### src/rtl/instruction_encoder.sv
// instruction_encoder: packs RV32I fields into a 32-bit word behind a 2-entry (out + skid) valid/ready buffer.
// Optional IMM_RANGE_CHECK_EN flags immediates that do not fit the format's range.
module instruction_encoder #(
  parameter int INST_WIDTH = 32,
  parameter int OPCODE     = 7,
  parameter int ERR_CNT_W  = 8
) (
  input  logic                  clk,
  input  logic                  rst,
  input  logic                  valid_i,
  output logic                  ready_o,
  input  logic [OPCODE-1:0]     opcode_i,
  input  logic [4:0]            rd_i,
  input  logic [4:0]            rs1_i,
  input  logic [4:0]            rs2_i,
  input  logic [2:0]            funct3_i,
  input  logic [6:0]            funct7_i,
  input  logic [INST_WIDTH-1:0] imm_i,
  output logic                  valid_o,
  input  logic                  ready_i,
  output logic [INST_WIDTH-1:0] inst_o,
  output logic                  err_o,
  output logic [ERR_CNT_W-1:0]  err_count_o
);
  localparam logic [OPCODE-1:0] OP_LOAD   = 7'b0000011;
  localparam logic [OPCODE-1:0] OP_ALUI   = 7'b0010011;
  localparam logic [OPCODE-1:0] OP_AUIPC  = 7'b0010111;
  localparam logic [OPCODE-1:0] OP_STORE  = 7'b0100011;
  localparam logic [OPCODE-1:0] OP_ALU    = 7'b0110011;
  localparam logic [OPCODE-1:0] OP_LUI    = 7'b0110111;
  localparam logic [OPCODE-1:0] OP_BRANCH = 7'b1100011;
  localparam logic [OPCODE-1:0] OP_JALR   = 7'b1100111;
  localparam logic [OPCODE-1:0] OP_JAL    = 7'b1101111;
`ifdef IMM_RANGE_CHECK_EN
  localparam bit RCHK = 1'b1;
`else
  localparam bit RCHK = 1'b0;
`endif

  logic [INST_WIDTH-1:0] enc_inst, out_inst_q, out_inst_d, sk_inst_q, sk_inst_d;
  logic                  enc_err, out_v_q, out_v_d, out_err_q, out_err_d, sk_v_q, sk_v_d, sk_err_q, sk_err_d;
  logic [ERR_CNT_W-1:0]  cnt_q, cnt_d;
  logic                  acc, load_out;
  logic [31:0]           imm;

  assign imm = imm_i;

  always_comb begin
    enc_inst = 32'h0000_0013;
    enc_err  = 1'b1;
    case (opcode_i)
      OP_ALU: begin
        enc_inst = {funct7_i, rs2_i, rs1_i, funct3_i, rd_i, opcode_i};
        enc_err  = 1'b0;
      end
      OP_ALUI, OP_LOAD, OP_JALR: begin
        enc_inst = {imm[11:0], rs1_i, funct3_i, rd_i, opcode_i};
        enc_err  = RCHK && (imm != {{20{imm[11]}}, imm[11:0]});
      end
      OP_STORE: begin
        enc_inst = {imm[11:5], rs2_i, rs1_i, funct3_i, imm[4:0], opcode_i};
        enc_err  = RCHK && (imm != {{20{imm[11]}}, imm[11:0]});
      end
      OP_BRANCH: begin
        enc_inst = {imm[12], imm[10:5], rs2_i, rs1_i, funct3_i, imm[4:1], imm[11], opcode_i};
        enc_err  = RCHK && ((imm != {{19{imm[12]}}, imm[12:0]}) || imm[0]);
      end
      OP_LUI, OP_AUIPC: begin
        enc_inst = {imm[31:12], rd_i, opcode_i};
        enc_err  = RCHK && (|imm[11:0]);
      end
      OP_JAL: begin
        enc_inst = {imm[20], imm[10:1], imm[11], imm[19:12], rd_i, opcode_i};
        enc_err  = RCHK && ((imm != {{11{imm[20]}}, imm[20:0]}) || imm[0]);
      end
      default: begin
        enc_inst = 32'h0000_0013;
        enc_err  = 1'b1;
      end
    endcase
  end

  // skid only ever holds a beat while the output reg is full, so it drains first
  assign acc      = valid_i && !sk_v_q;
  assign load_out = !out_v_q || ready_i;

  always_comb begin
    out_v_d    = load_out ? (sk_v_q || acc) : out_v_q;
    out_inst_d = !load_out ? out_inst_q : sk_v_q ? sk_inst_q : acc ? enc_inst : out_inst_q;
    out_err_d  = !load_out ? out_err_q : sk_v_q ? sk_err_q : acc ? enc_err : out_err_q;
    sk_v_d     = !load_out && (sk_v_q || acc);
    sk_inst_d  = (acc && !load_out) ? enc_inst : sk_inst_q;
    sk_err_d   = (acc && !load_out) ? enc_err : sk_err_q;
    cnt_d      = (acc && enc_err && !(&cnt_q)) ? cnt_q + 1'b1 : cnt_q;
  end

  always_ff @(posedge clk) begin
    if (rst) begin
      out_v_q    <= 1'b0;
      out_inst_q <= '0;
      out_err_q  <= 1'b0;
      sk_v_q     <= 1'b0;
      sk_inst_q  <= '0;
      sk_err_q   <= 1'b0;
      cnt_q      <= '0;
    end else begin
      out_v_q    <= out_v_d;
      out_inst_q <= out_inst_d;
      out_err_q  <= out_err_d;
      sk_v_q     <= sk_v_d;
      sk_inst_q  <= sk_inst_d;
      sk_err_q   <= sk_err_d;
      cnt_q      <= cnt_d;
    end
  end

  assign ready_o     = !sk_v_q;
  assign valid_o     = out_v_q;
  assign inst_o      = out_inst_q;
  assign err_o       = out_err_q;
  assign err_count_o = cnt_q;
endmodule

### config.mk
export PLATFORM = sky130hd
export DESIGN_NAME = instruction_encoder
export DESIGN_NICKNAME = d
export VERILOG_FILES = /design/src/rtl/instruction_encoder.sv
export SDC_FILE = /design/constraint.sdc
export NUM_CORES = 1
export LEC_CHECK = 0
export ABC_AREA = 1
export ABC_CLOCK_PERIOD_IN_PS = 2410
export CAP_MARGIN = 20
export CORE_UTILIZATION = 45
export DETAILED_ROUTE_END_ITERATION = 8
export GPL_TIMING_DRIVEN = 0
export HOLD_SLACK_MARGIN = 0.06
export PLACE_DENSITY = 0.83
export SLEW_MARGIN = 5
export SYNTH_ARGS = -nofsm -noshare
export SYNTH_HDL_FRONTEND = slang
export SYNTH_SLANG_ARGS = --single-unit
### constraint.sdc
create_clock -name clk -period 2.41 [get_ports clk]
set_clock_uncertainty 0.1 [all_clocks]
set_input_delay 0.723 -clock clk [delete_from_list [all_inputs] [get_ports clk]]
set_output_delay 0.723 -clock clk [all_outputs]
set_load 0.03 [all_outputs]
==> results.py, run 1 <==
metrics = {
    "floorplan": {
        "core_sq_um": 8680,
        "rows": 34,
        "ios": 111,
        "dieArea_sq_um": 9330,
        "start_util": 0.464,
        "die_x_um": 96.6,
        "die_h_um": 96.6,
    },
    "clocking": {
        "clk_latency_ns": 0.36,
        "clk_pin_slew_ns": 0.08,
        "htreeDepth": 3,
        "cts-root-buf": "clkbuf_8",
        "cts_tree": "done",
        "clockBufferDepth": 2,
        "cts.sinks": 76,
        "numCtsBuffers": 9,
    },
    "global_route": {
        "grt_pass1_vias": 4388,
        "grt_util_all_layers": 0.289,
        "use_met2": 0.487,
        "grt_max_degree": 13,
        "grt-ovfl-total": 0,
        "antenna_found_initial": 0,
        "use_met3": 0.0587,
        "grt_first_pass_wirelength_um": 20600,
        "grt_busiest_layer": "met2",
        "use_met1": 0.347,
    },
    "layout": {
        "drive_gt1_frac": 0.0845,
        "utilization": 0.637,
        "fin_nets": 799,
        "fin_area_sq_um": 5530,
        "final_cells": 842,
        "antenna_cells": 0,
        "syn2layout_area_growth_pct": 37.3,
    },
    "setup_path": {
        "start_kind": "input pin",
        "reg2reg_to": "err_count_o[0]",
        "cp.required_ns": 2.53,
        "r2r_setup_slack_ns": 0.54,
        "end_kind": "flop",
        "cp.arrival_ns": 2.47,
        "startpoint": "opcode_i[2]",
        "rr_startpoint": "err_count_o[0]",
        "ff2ff_path_depth": 9,
        "cp_max_fo": 10,
        "cp-endpoint": "inst_o[6]",
        "critPathKind": "in -> reg",
    },
    "min_path": {
        "min_path_type": "reg -> reg",
        "worstHoldStart": "inst_o[22]",
    },
    "drt": {
        "routed-via-count": 4681,
        "drtPass1Iterations": 6,
        "ant_nets": 0,
        "drc": 0,
        "drtIter0Drc": 327,
        "via_per_inst": 5.56,
        "wl_per_cell_um": 15.5,
        "postRouteWirelength_um": 13100,
    },
    "logic_synthesis": {
        "synth_common_cells": "nand2_1, nand3_1, nor2_1",
        "yosysSeqAreaShare": 0.378,
        "synth.area.top_cells": "dfxtp_1, nand2_1, nand3_1",
        "ys.flop_type": "dfxtp_1",
        "netlist_area_sq_um": 4030,
        "yosys.area.top_type": "dfxtp_1",
        "yosysWarnings": 0,
        "async_flop_share": 0,
        "yosysMostFrequentCell": "nand2_1",
        "synth_nets": 674,
        "synth.top_cell.area_share": 0.378,
        "synth-seq-cells": 76,
        "synth_edf_count": 0,
        "syn_inst": 605,
        "yosysUniqueCellTypes": 31,
        "syn_area_per_cell_sq_um": 6.65,
    },
    "place": {
        "io_buffers": 109,
        "place_inst": 822,
        "dp_worst_setup_slack_ns": -0.465,
        "dp_hpwl_um": 9680,
        "dpl-instance-area_sq_um": 5250,
        "gp_congestion": 0.929,
    },
    "status": {
        "status": "finished, final reports clean",
    },
    "sta": {
        "fmax_mhz": 426,
        "whs_ns": 0.370,
        "min_period_over_period": 0.974,
        "hold_violations": 0,
        "rsz0062_at_grt": "yes",
        "setup_ws_ns": 0.0636,
        "setup_viol": 0,
        "worst_slew_pin_slew_ns": 0.615,
        "relSlewSlack": 0.590,
        "drv_slew": 0,
        "min_period_ns": 2.35,
    },
    "power_and_ir_drop": {
        "power.density_nw_per_um2": 512,
        "ir_worst_vdd_v": 0.000285,
        "leakage_uw": 0.00246,
    },
    "flow_run": {
        "maxCapViolCount": 0,
    },
}
==> routing by layer <==
| metal | routed length, um | vias up |
|---|---|---|
| met5 | 0 | - |
| met4 | 357 | 0 |
| met3 | 971 | 33 |
| met2 | 6370 | 225 |
| met1 | 5360 | 2144 |
| li1 | - | 2279 |
==> power breakdown <==
| part | leakage [uW] | internal [uW] | switching [uW] | total [uW] |
|---|---|---|---|---|
| clock | 0.0000979 | 496 | 493 | 989 |
| combinational | 0.00175 | 222 | 286 | 508 |
| sequential | 0.000619 | 1310 | 28.8 | 1330 |
| total | 0.00246 | 2020 | 807 | 2830 |
==> metrics by stage <==
step | TNS [ns] | total power, uW
after global routing | -0.137 | 2930
after floorplan | 0 | 1610
after CTS | 0 | 2830
final | 0 | 2830
after global placement | -16.03 | 1850
after detailed placement | -19.02 | 1850
==> registers in the layout (all words and copies together), names as in the netlist <==
| signal | flops |
|---|---|
| err_count_o | 8 |
| err_o | 1 |
| inst_o | 32 |
| sk_err_q | 1 |
| sk_inst_q | 32 |
| sk_v_q | 1 |
| valid_o | 1 |
==> placed cells by master, fill, tap and decap left out, types with 2 or more instances in the layout <==
| cell type | Yosys | routed |
|---|---|---|
| a31oi_1 | 5 | 5 |
| nand2_1 | 139 | 137 |
| nor2_1 | 78 | 77 |
| nand2_2 | 3 | 5 |
| inv_2 | 5 | 5 |
| clkbuf_1 | 23 | 17 |
| clkdlybuf4s50_1 | 0 | 107 |
| o211ai_1 | 16 | 16 |
| clkbuf_4 | 0 | 3 |
| nand4_1 | 13 | 13 |
| nor3_1 | 3 | 3 |
| buf_4 | 1 | 7 |
| clkinv_2 | 0 | 3 |
| buf_2 | 9 | 7 |
| buf_6 | 2 | 2 |
| a41oi_1 | 7 | 7 |
| xnor2_1 | 2 | 2 |
| buf_1 | 2 | 2 |
| inv_1 | 36 | 35 |
| nand2_4 | 2 | 2 |
| nor2_4 | 2 | 3 |
| clkbuf_2 | 0 | 5 |
| dfxtp_1 | 76 | 76 |
| o21ai_1 | 3 | 3 |
| a21oi_2 | 0 | 2 |
| a21oi_1 | 55 | 53 |
| o21ai_0 | 31 | 31 |
| clkbuf_8 | 0 | 10 |
| nand3_4 | 1 | 2 |
| nand3_1 | 81 | 81 |
| clkinvlp_4 | 0 | 2 |
| xor2_1 | 4 | 4 |
==> worst min path at each step <==
stage | endpoint | slack (ns) | cells after the start
2_1_floorplan | sk_inst_q[0] | 0.33 | 2
3_3_place_gp | sk_inst_q[0] | 0.35 | 2
3_5_place_dp | sk_inst_q[0] | 0.36 | 2
4_1_cts | inst_o[3] | 0.37 | 2
5_1_grt | inst_o[22] | 0.39 | 2
6_report | inst_o[22] | 0.37 | 2
==> cell families after synthesis <==
group / synth area share
fa+ha+maj: 0.00311
flops: 0.378
buf+inv: 0.0802
compound gates: 0.165
xor+xnor: 0.0131
simple gates: 0.360
==> layout make-up <==
cell class | count | area [sq um]
buffer | 36 | 179
clock buffer | 10 | 138
clock inverter | 5 | 52.6
fill | 806 | 3150
inverter | 41 | 158
multi-input combinational | 451 | 2210
sequential | 76 | 1520
tap | 108 | 135
timing repair buffer | 115 | 1130
==> worst max-delay path, stage by stage <==
cell             delay, ns
clkdlybuf4s50_1       0.49
inv_1                 0.05
nand2_1               0.09
nor2_4                0.06
clkbuf_4              0.20
clkbuf_4              0.21
o31ai_1               0.41
nand2_1               0.10
nand2_1               0.08
a21oi_1               0.06
==> repair_timing <==
item,CTS,global route
pin swaps,1,1
setup endpoints to repair,9,52
resized for setup,5,19
hold buffers,0,0
setup buffers,4,2
Note: power is estimated with default switching activity, not from simulation.
==> inputs of run 2 (changes only) <==
CTS_BUF_LIST = sky130_fd_sc_hd__clkbuf_16   (was default)
==> run 2 against run 1 <==
  * Global-route usage increased by 0.51 points
  * Cell count decreased by 0.12%
  * Power increased by 11%
  * Cell area increased by 1.9%
  * Critical endpoint is now err_count_o[2]
  * Largest cell class unchanged
  * Highest routed layer unchanged
==> results.py, run 2 (same netlist as run 1, synthesis figures left out) <==
metrics = {
    "drt": {
        "drtPass1Iterations": 5,
        "drtIter0Drc": 348,
        "drc": 0,
        "postRouteWirelength_um": 13200,
        "via_per_inst": 5.56,
        "ant_nets": 0,
        "routed-via-count": 4678,
        "wl_per_cell_um": 15.7,
    },
    "clocking": {
        "cts_tree": "done",
        "cts-hold-fix-buffers": 0,
        "htreeDepth": 3,
        "numCtsBuffers": 9,
        "cts.sinks": 76,
        "cts-root-buf": "clkbuf_16",
        "clockBufferDepth": 2,
        "clk_pin_slew_ns": 0.06,
        "clk_latency_ns": 0.33,
    },
    "place": {
        "io_buffers": 109,
        "dp_hpwl_um": 9680,
        "gp_congestion": 0.929,
        "dpl-instance-area_sq_um": 5250,
        "place_inst": 822,
    },
    "sta": {
        "worst_slew_pin_slew_ns": 0.611,
        "drv_slew": 0,
        "min_period_over_period": 0.972,
        "relSlewSlack": 0.592,
        "hold_violations": 0,
        "setup_viol": 0,
        "rsz0062_at_grt": "no",
        "min_period_ns": 2.34,
        "fmax_mhz": 427,
    },
    "status": {
        "status": "finished, final reports clean",
    },
    "floorplan": {
        "die_x_um": 96.6,
        "core_sq_um": 8680,
        "start_util": 0.464,
        "ios": 111,
        "dieArea_sq_um": 9330,
        "die_h_um": 96.6,
        "rows": 34,
    },
    "setup_path": {
        "slowest_delay_ns": 0.72,
        "path_cells": "clkdlybuf4s50_1",
        "cp.arrival_ns": 1.52,
        "start_kind": "flop",
        "cp.required_ns": 1.59,
        "crit_slowest_cell": "clkdlybuf4s50_1",
        "critPathBufInv": 1,
        "end_kind": "primary output",
        "cp_max_fo": 6,
        "critPathTopFamily": "buffers and inverters",
        "critPathKind": "reg -> out",
    },
    "global_route": {
        "grt_max_degree": 13,
        "grt_first_pass_wirelength_um": 20900,
        "antenna_found_initial": 0,
        "grt_util_all_layers": 0.294,
        "grt-ovfl-total": 0,
        "grt_pass1_vias": 4481,
    },
    "layout": {
        "fillers": 785,
        "fin_area_sq_um": 5630,
        "fin_nets": 798,
        "final_common_cell": "nand2_1",
        "drive_gt1_frac": 0.0832,
        "antenna_cells": 0,
        "syn2layout_area_growth_pct": 39.9,
        "final_cells": 841,
        "final_cell_mix": "nand2_1, clkdlybuf4s50_1, nand3_1",
    },
    "min_path": {
        "min_path_type": "reg -> reg",
    },
    "power_and_ir_drop": {
        "power.density_nw_per_um2": 561,
        "ir_worst_vdd_v": 0.000346,
        "leakage_uw": 0.00252,
    },
    "flow_run": {
        "maxCapViolCount": 0,
    },
}
-- run 2: what timing repair did --
item,CTS,global route
setup buffers,3,2
gates resized for setup,4,28
pin swaps,1,1
setup endpoints to repair,9,60
gates cloned,0,0
-- run 2: through the flow --
stage / setup TNS, ns / total power [uW] / worst slack (ns) / util / hold slack, ns
floorplan: 0 / 1610 / 0.398 / - / 0.335
global placement: -16.03 / 1850 / -0.461 / 0.605 / 0.346
detailed placement: -19.02 / 1850 / -0.465 / 0.605 / 0.357
CTS: 0 / 3160 / 0.000697 / 0.640 / 0.369
global route: 0 / 3270 / 0.00138 / 0.649 / 0.388
finish: 0 / 3160 / 0.0670 / 0.649 / 0.368
-- run 2: final cells by class --
class | instances | area [sq um] | share of cell area
timing repair buffer | 114 | 1140 | 0.202
inverter | 41 | 158 | 0.0280
sequential | 76 | 1520 | 0.270
buffer | 36 | 186 | 0.0331
clock buffer | 9 | 225 | 0.0400
clock inverter | 6 | 56.3 | 0.0100
tap | 108 | 135 | 0.0240
multi-input combinational | 451 | 2210 | 0.393
-- run 2: worst paths after layout --
kind                       start             end  slack [ns]  cells past startpoint
hold / removal        inst_o[22]      inst_o[22]        0.37                      2
setup / recovery  err_count_o[2]  err_count_o[2]        0.07                      1
setup reg to reg  err_count_o[0]  err_count_o[0]        0.54                      9
hold reg to reg       inst_o[22]      inst_o[22]        0.37                      2
-- run 2: report_power, final --
group / internal [uW] / total [uW] / switching (uW)
logic: 223 / 511 / 288
registers: 1310 / 1340 / 29.0
clock network: 786 / 1310 / 522
total: 2320 / 3160 / 839
-- run 2: metal layers --
metal  GRT usage  routed length (um)  up-vias
li1            -                   -     2286
met1       0.348                5370     2141
met2       0.498                6430      209
met3      0.0657                 956       42
met4       0.147                 412        0
met5           0                   0        -
-- run 2: worst register-to-register path, stage by stage, from the launching register on --
cell and delay (ns):
dfxtp_1 0.34, ha_1 0.25, nand4_1 0.15, nor3_1 0.06, nor2_1 0.46, nand2_4 0.17
inv_2 0.10, nand2_1 0.05, nand2_1 0.05, nor2_1 0.04
==> inputs of run 3 (changes only) <==
HOLD_SLACK_MARGIN = default   (was 0.06)
==> results of run 3 <==
The final DEF is identical to that of run 2; final timing and power are the same.
